**src/rtl/keccak_drv_pkg.sv**
```systemverilog
// keccak_drv_pkg: FSM state type, accelerator register map, job sizes and the
// default reg-bus request/response structs shared by keccak_reg_driver.
package keccak_drv_pkg;

  typedef enum logic [2:0] {
    IDLE    = 3'd0,
    WR_DIN  = 3'd1,
    WR_CTRL = 3'd2,
    POLL    = 3'd3,
    RD_DOUT = 3'd4
  } drv_state_e;

  // Byte offsets of the accelerator registers relative to its base address.
  localparam logic [11:0] DIN_OFS    = 12'h000;
  localparam logic [11:0] DOUT_OFS   = 12'h0C8;
  localparam logic [11:0] CTRL_OFS   = 12'h190;
  localparam logic [11:0] STATUS_OFS = 12'h194;

  localparam int unsigned NUM_WORDS  = 50;
  localparam logic [5:0]  LAST_IDX   = 6'(NUM_WORDS - 1);
  localparam logic [15:0] POLL_LIMIT = 16'd1024;

  typedef struct packed {
    logic [31:0] addr;
    logic        write;
    logic [31:0] wdata;
    logic [3:0]  wstrb;
    logic        valid;
  } drv_req_t;

  typedef struct packed {
    logic [31:0] rdata;
    logic        error;
    logic        ready;
  } drv_rsp_t;

  // Byte address of 32-bit word idx inside the register block at ofs.
  function automatic logic [31:0] word_addr(input logic [31:0] base,
                                            input logic [11:0] ofs,
                                            input logic [5:0]  idx);
    return base + {20'd0, ofs} + {24'd0, idx, 2'b00};
  endfunction

endpackage

```
**src/rtl/keccak_reg_driver.sv**
```systemverilog
// keccak_reg_driver: reg-bus initiator that loads 50 state words into the
// keccak accelerator, starts it, polls STATUS, then streams 50 DOUT words out.
// Optional feature macro: KECCAK_DRV_POLL_TIMEOUT_EN (bounded STATUS polling).
module keccak_reg_driver
  import keccak_drv_pkg::*;
#(
  parameter type         reg_req_t = drv_req_t,
  parameter type         reg_rsp_t = drv_rsp_t,
  parameter logic [31:0] BASE_ADDR = 32'h0
) (
  input  logic        clk_i,
  input  logic        rst_i,
  input  logic        in_valid_i,
  input  logic [31:0] in_data_i,
  output logic        in_ready_o,
  output logic        out_valid_o,
  output logic [31:0] out_data_o,
  input  logic        out_ready_i,
  output reg_req_t    reg_req_o,
  input  reg_rsp_t    reg_rsp_i,
  output logic        busy_o,
  output logic        done_o,
  output logic        err_o
);

  drv_state_e  state_q, state_d;
  logic [5:0]  idx_q, idx_d;
  logic        req_valid_q, req_valid_d;
  logic [31:0] req_addr_q, req_addr_d;
  logic        req_write_q, req_write_d;
  logic [31:0] req_wdata_q, req_wdata_d;
  logic        out_valid_q, out_valid_d;
  logic [31:0] out_data_q, out_data_d;
  logic        done_q, done_d;
  logic        err_q, err_d;
  logic        beat_done_s, beat_err_s, in_ready_s;
  logic [5:0]  idx_inc_s;
`ifdef KECCAK_DRV_POLL_TIMEOUT_EN
  logic [15:0] poll_cnt_q, poll_cnt_d;
`endif

  // Next-state, bus-beat sequencing and stream handshakes.
  always_comb begin
    state_d     = state_q;
    idx_d       = idx_q;
    req_valid_d = req_valid_q;
    req_addr_d  = req_addr_q;
    req_write_d = req_write_q;
    req_wdata_d = req_wdata_q;
    out_valid_d = out_valid_q;
    out_data_d  = out_data_q;
    done_d      = 1'b0;
    err_d       = err_q;
    in_ready_s  = 1'b0;
`ifdef KECCAK_DRV_POLL_TIMEOUT_EN
    poll_cnt_d  = poll_cnt_q;
`endif
    beat_done_s = req_valid_q & reg_rsp_i.ready;
    beat_err_s  = req_valid_q & reg_rsp_i.error;
    idx_inc_s   = (idx_q == LAST_IDX) ? 6'd0 : idx_q + 6'd1;

    case (state_q)
      IDLE: begin
        if (in_valid_i) begin
          state_d = WR_DIN;
        end else begin
          state_d = IDLE;
        end
      end
      WR_DIN: begin
        if (beat_done_s) begin
          idx_d = idx_inc_s;
          if (idx_q == LAST_IDX) begin
            // Last DIN word landed: kick the permutation straight away.
            state_d     = WR_CTRL;
            req_valid_d = 1'b1;
            req_write_d = 1'b1;
            req_wdata_d = 32'h0000_0001;
            req_addr_d  = word_addr(BASE_ADDR, CTRL_OFS, 6'd0);
          end else begin
            // A completing beat frees the slot, so a new word can be taken now.
            req_valid_d = 1'b0;
            in_ready_s  = ~beat_err_s;
          end
        end else begin
          in_ready_s = ~req_valid_q;
        end
        if (in_ready_s && in_valid_i) begin
          req_valid_d = 1'b1;
          req_write_d = 1'b1;
          req_wdata_d = in_data_i;
          req_addr_d  = word_addr(BASE_ADDR, DIN_OFS, idx_d);
        end
      end
      WR_CTRL: begin
        if (beat_done_s) begin
          state_d     = POLL;
          req_valid_d = 1'b1;
          req_write_d = 1'b0;
          req_wdata_d = 32'h0000_0000;
          req_addr_d  = word_addr(BASE_ADDR, STATUS_OFS, 6'd0);
`ifdef KECCAK_DRV_POLL_TIMEOUT_EN
          poll_cnt_d  = 16'd0;
`endif
        end else begin
          state_d = WR_CTRL;
        end
      end
      POLL: begin
        if (beat_done_s) begin
          if (reg_rsp_i.rdata[0]) begin
            state_d    = RD_DOUT;
            req_addr_d = word_addr(BASE_ADDR, DOUT_OFS, idx_q);
          end else begin
            // req_valid stays high: the next STATUS read goes out next cycle.
`ifdef KECCAK_DRV_POLL_TIMEOUT_EN
            poll_cnt_d = poll_cnt_q + 16'd1;
            if (poll_cnt_d == POLL_LIMIT) begin
              err_d       = 1'b1;
              req_valid_d = 1'b0;
              idx_d       = 6'd0;
              state_d     = IDLE;
            end else begin
              state_d = POLL;
            end
`else
            state_d = POLL;
`endif
          end
        end else begin
          state_d = POLL;
        end
      end
      RD_DOUT: begin
        if (beat_done_s) begin
          out_data_d  = reg_rsp_i.rdata;
          out_valid_d = 1'b1;
          req_valid_d = 1'b0;
        end else if (out_valid_q && out_ready_i) begin
          out_valid_d = 1'b0;
          if (idx_q == LAST_IDX) begin
            done_d  = 1'b1;
            idx_d   = 6'd0;
            state_d = IDLE;
          end else begin
            idx_d       = idx_inc_s;
            req_valid_d = 1'b1;
            req_write_d = 1'b0;
            req_addr_d  = word_addr(BASE_ADDR, DOUT_OFS, idx_inc_s);
          end
        end else begin
          out_valid_d = out_valid_q;
        end
      end
      default: begin
        state_d     = IDLE;
        req_valid_d = 1'b0;
      end
    endcase

    // A bus error abandons the job wherever it is; nothing more is streamed.
    if (beat_err_s) begin
      state_d     = IDLE;
      idx_d       = 6'd0;
      req_valid_d = 1'b0;
      out_valid_d = 1'b0;
      err_d       = 1'b1;
      in_ready_s  = 1'b0;
    end else begin
      err_d = err_d | err_q;
    end
  end

  // State and output registers with synchronous reset.
  always_ff @(posedge clk_i) begin
    if (rst_i) begin
      state_q     <= IDLE;
      idx_q       <= 6'd0;
      req_valid_q <= 1'b0;
      req_addr_q  <= 32'h0;
      req_write_q <= 1'b0;
      req_wdata_q <= 32'h0;
      out_valid_q <= 1'b0;
      out_data_q  <= 32'h0;
      done_q      <= 1'b0;
      err_q       <= 1'b0;
`ifdef KECCAK_DRV_POLL_TIMEOUT_EN
      poll_cnt_q  <= 16'd0;
`endif
    end else begin
      state_q     <= state_d;
      idx_q       <= idx_d;
      req_valid_q <= req_valid_d;
      req_addr_q  <= req_addr_d;
      req_write_q <= req_write_d;
      req_wdata_q <= req_wdata_d;
      out_valid_q <= out_valid_d;
      out_data_q  <= out_data_d;
      done_q      <= done_d;
      err_q       <= err_d;
`ifdef KECCAK_DRV_POLL_TIMEOUT_EN
      poll_cnt_q  <= poll_cnt_d;
`endif
    end
  end

  // Bus request assembled from the beat registers; all byte lanes enabled.
  always_comb begin
    reg_req_o       = '0;
    reg_req_o.addr  = req_addr_q;
    reg_req_o.write = req_write_q;
    reg_req_o.wdata = req_wdata_q;
    reg_req_o.wstrb = 4'hF;
    reg_req_o.valid = req_valid_q;
  end

  assign in_ready_o  = in_ready_s;
  assign out_valid_o = out_valid_q;
  assign out_data_o  = out_data_q;
  assign busy_o      = (state_q != IDLE);
  assign done_o      = done_q;
  assign err_o       = err_q;

endmodule

```
**config.mk**
```make
export PLATFORM = sky130hd
export DESIGN_NAME = keccak_reg_driver
export DESIGN_NICKNAME = d
export VERILOG_FILES = /design/src/rtl/keccak_drv_pkg.sv /design/src/rtl/keccak_reg_driver.sv
export SDC_FILE = /design/constraint.sdc
export NUM_CORES = 1
export LEC_CHECK = 0
export ABC_CLOCK_PERIOD_IN_PS = 5900
export CORE_MARGIN = 1
export CORE_UTILIZATION = 45
export DETAILED_ROUTE_END_ITERATION = 16
export PLACE_DENSITY = 0.85
export SYNTH_ARGS = -nofsm -noshare
export SYNTH_HDL_FRONTEND = slang
export SYNTH_SLANG_ARGS = --single-unit
export TNS_END_PERCENT = 20
```
**constraint.sdc**
```tcl
create_clock -name clk_i -period 5.9 [get_ports clk_i]
set_input_delay 1.77 -clock clk_i [delete_from_list [all_inputs] [get_ports clk_i]]
set_output_delay 1.77 -clock clk_i [all_outputs]
set_load 0.01 [all_outputs]
```
==> flow_metrics.py <==
metrics = {
    "run_status": {
        "status": "finished, final reports clean",
    },
    "pwr": {
        "p_total_mw": 1.26,
        "max-vdd-ir-drop_uv": 133,
        "p_per_area_mw_per_mm2": 226,
        "leakagePower_nw": 1.91,
    },
    "die": {
        "coreArea_sq_mm": 0.00868,
        "dieWidth_um": 96.6,
        "dieArea_sq_mm": 0.00934,
        "fp.dieH_um": 96.6,
        "initial_core_util_pct": 46.4,
        "std_cell_rows": 34,
        "ioPinCount": 177,
    },
    "setup_path": {
        "cp_slowest_stage_delay_ns": 0.54,
        "cp.arrival_ns": 3.24,
        "crit_path_end_kind": "output pin",
        "cp-start-kind": "input pin",
        "required_ns": 4.13,
        "cp_common_cell": "clkdlybuf4s50_1",
        "cp_slowest_cell": "clkdlybuf4s50_1",
        "path_buf_inv": 2,
        "ff2ff_setup_slack_ns": 2.91,
        "path_class": "input pin to output pin",
        "cp_top_family": "buffers and inverters",
        "critPathMaxFanout": 4,
        "crit_chain": "clkdlybuf4s50_1, nor2b_1, nand2_1, a21oi_1, clkdlybuf4s50_1",
    },
    "detailed_routing": {
        "initialDrtViolationCount": 275,
        "wl_per_cell_um": 14.6,
        "vias": 4102,
        "drcViolationCount": 0,
        "drtPass1Iterations": 5,
        "totalWireLength_um": 11100,
        "vias_per_cell": 5.41,
        "drt.antenna.violating_nets": 0,
    },
    "timing": {
        "setup_violations": 0,
        "tightest_slew_ns": 1.07,
        "setup_tns_ns": 0,
        "max_freq_ghz": 0.200,
        "rsz0062_at_grt": "false",
        "min_period_over_period_pct": 84.9,
        "relSlewSlack_pct": 28.3,
        "period_needed_ns": 5.01,
        "slew_viol_final": 0,
        "skew_ns": 0.0126,
        "hold_viol_final": 0,
    },
    "yosys": {
        "ys.flop_type": "dfxtp_1",
        "yosysUniqueCellTypes": 53,
        "syn_inst": 526,
        "syn-cell-area_sq_mm": 0.00403,
        "syn_area_per_cell_sq_um": 7.66,
        "ys_async_sr_fraction_pct": 0,
        "synth-seq-cells": 85,
        "seq_area_frac_synth_pct": 42.2,
        "synth_warnings": 0,
        "synth-edff-count": 0,
    },
    "clock_network": {
        "cts_hold_buf": 0,
        "path_clk_slew_ns": 0.08,
        "clock_latency_ns": 0.35,
        "h-tree-depth": 3,
        "cts_resized": 0,
        "post_cts.repair.setup_buffers": 0,
        "cts_made_buffers": 9,
        "root_buffer": "clkbuf_8",
        "cts_sinks": 85,
        "clock_path_buffers": 2,
        "cts_tree": "built",
    },
    "final_layout": {
        "fill_cells": 772,
        "nNetsFinal": 718,
        "post-route-util_pct": 64.4,
        "drive_gt1_share_pct": 5.23,
        "synthToLayoutAreaGrowth_pct": 38.6,
        "diodes": 0,
        "fin_cells": 758,
    },
    "grt": {
        "met2_usage_pct": 39.7,
        "antenna_found_initial": 0,
        "use_met3_pct": 5.85,
        "grt_max_degree": 76,
        "grt_pass1_vias": 3787,
        "met1_usage_pct": 29.2,
        "grt_use_total_pct": 23.8,
        "overflow": 0,
        "grt_pass1_wl_um": 18400,
        "top_usage_layer": "met2",
    },
    "job": {
        "drv_cap": 0,
    },
    "placement": {
        "place_congestion": 0.980,
        "placed_cells": 742,
        "port_buffers": 147,
        "place_hpwl_um": 7940,
    },
    "hold_path": {
        "holdCritPathClass": "flop to flop",
    },
}
-- tightest hold or removal path, cell delays in order (launching register included) --
cell and delay (ns):
dfxtp_1 0.32, nand2_1 0.05, a21oi_1 0.05
-- cells by family (layout without fill, tap and decap cells) --
logic type	after synthesis	count (layout)	share of synthesized area, %
buffers and inverters	74	171	10.4
DFF	85	85	42.2
other	2	29	0.186
xor gates and xnor gates	4	4	0.870
muxes	1	1	0.248
and+or+nand+nor	228	228	25.7
adders and majority gates	3	3	0.932
AOI/OAI and AO/OA	129	129	19.4
-- sequential cells by signal (all words and copies together), names as in the netlist --
register	cells
req_wdata_q	32
req_write_q	1
done_o	1
req_valid_q	1
idx_q	6
req_addr_q	7
state_q	3
out_data_o	32
out_valid_o	1
err_o	1
-- per-stage QoR --
step / hold WS [ns] / instance area (sq um) / worst slack [ns]
6_report: 0.452 / 5590 / 0.888
5_1_grt: 0.473 / 5590 / 0.821
4_1_cts: 0.454 / 5590 / 0.896
3_5_place_dp: 0.444 / 5380 / 0.896
3_3_place_gp: 0.437 / 5380 / 0.920
2_1_floorplan: 0.466 / 4130 / 1.94
-- path summary, 6_finish.rpt --
| check | from | end | cells after the start |
|---|---|---|---|
| hold reg to reg | req_wdata_q[17] | req_wdata_q[17] | 2 |
| hold / removal | req_wdata_q[17] | req_wdata_q[17] | 2 |
| setup reg to reg | state_q[2] | req_wdata_q[21] | 6 |
| setup / recovery | reg_rsp_i[0] | in_ready_o | 5 |
-- cells in the mapped netlist (4+ instances only) --
| cell | instances | area share [%] |
|---|---|---|
| nand2_1 | 115 | 11 |
| dfxtp_1 | 85 | 42 |
| a21oi_1 | 82 | 10 |
| nand3_1 | 34 | 4.2 |
| nor2_1 | 34 | 3.2 |
| buf_4 | 32 | 6.0 |
| clkbuf_1 | 26 | 2.4 |
| buf_2 | 11 | 1.4 |
| nor3_1 | 11 | 1.4 |
| a31oi_1 | 8 | 1.2 |
| nand2b_1 | 6 | 0.93 |
| o21ai_0 | 6 | 0.75 |
| a21o_1 | 4 | 0.75 |
| a311oi_1 | 4 | 0.87 |
| nor2b_1 | 4 | 0.62 |
| or3_1 | 4 | 0.62 |
-- area by class of cell --
class	instances	area [sq um]	area share, %
multi-input combinational	394	2030	36.3
sequential	85	1700	30.5
timing repair buffer	152	1500	26.9
tap	108	135	2.42
clock buffer	9	124	2.22
clock inverter	7	81.3	1.46
inverter	3	11.3	0.202
-- cells in the final DEF, fill, tap and decap left out, types with 5 or more instances in the layout --
master             n
nor2_1            33
nand2_1          115
clkdlybuf4s50_1  146
buf_4              5
o21ai_0            6
nor3_1            11
a31oi_1            8
nand2b_1           6
clkbuf_8           9
a21oi_1           81
conb_1            29
dfxtp_1           85
nand3_1           34
-- power by group --
part	total, mW	switching [mW]	internal (mW)
Clock	0.429	0.227	0.202
Combinational	0.223	0.112	0.112
Sequential	0.610	0.0176	0.592
Total	1.26	0.356	0.905
-- routing by layer --
metal	routed length, um	up-vias
met5	0	-
met4	298	0
met3	811	24
met2	5460	183
met1	4500	1920
li1	-	1975
No activity file was read; power rests on OpenSTA's default activity.
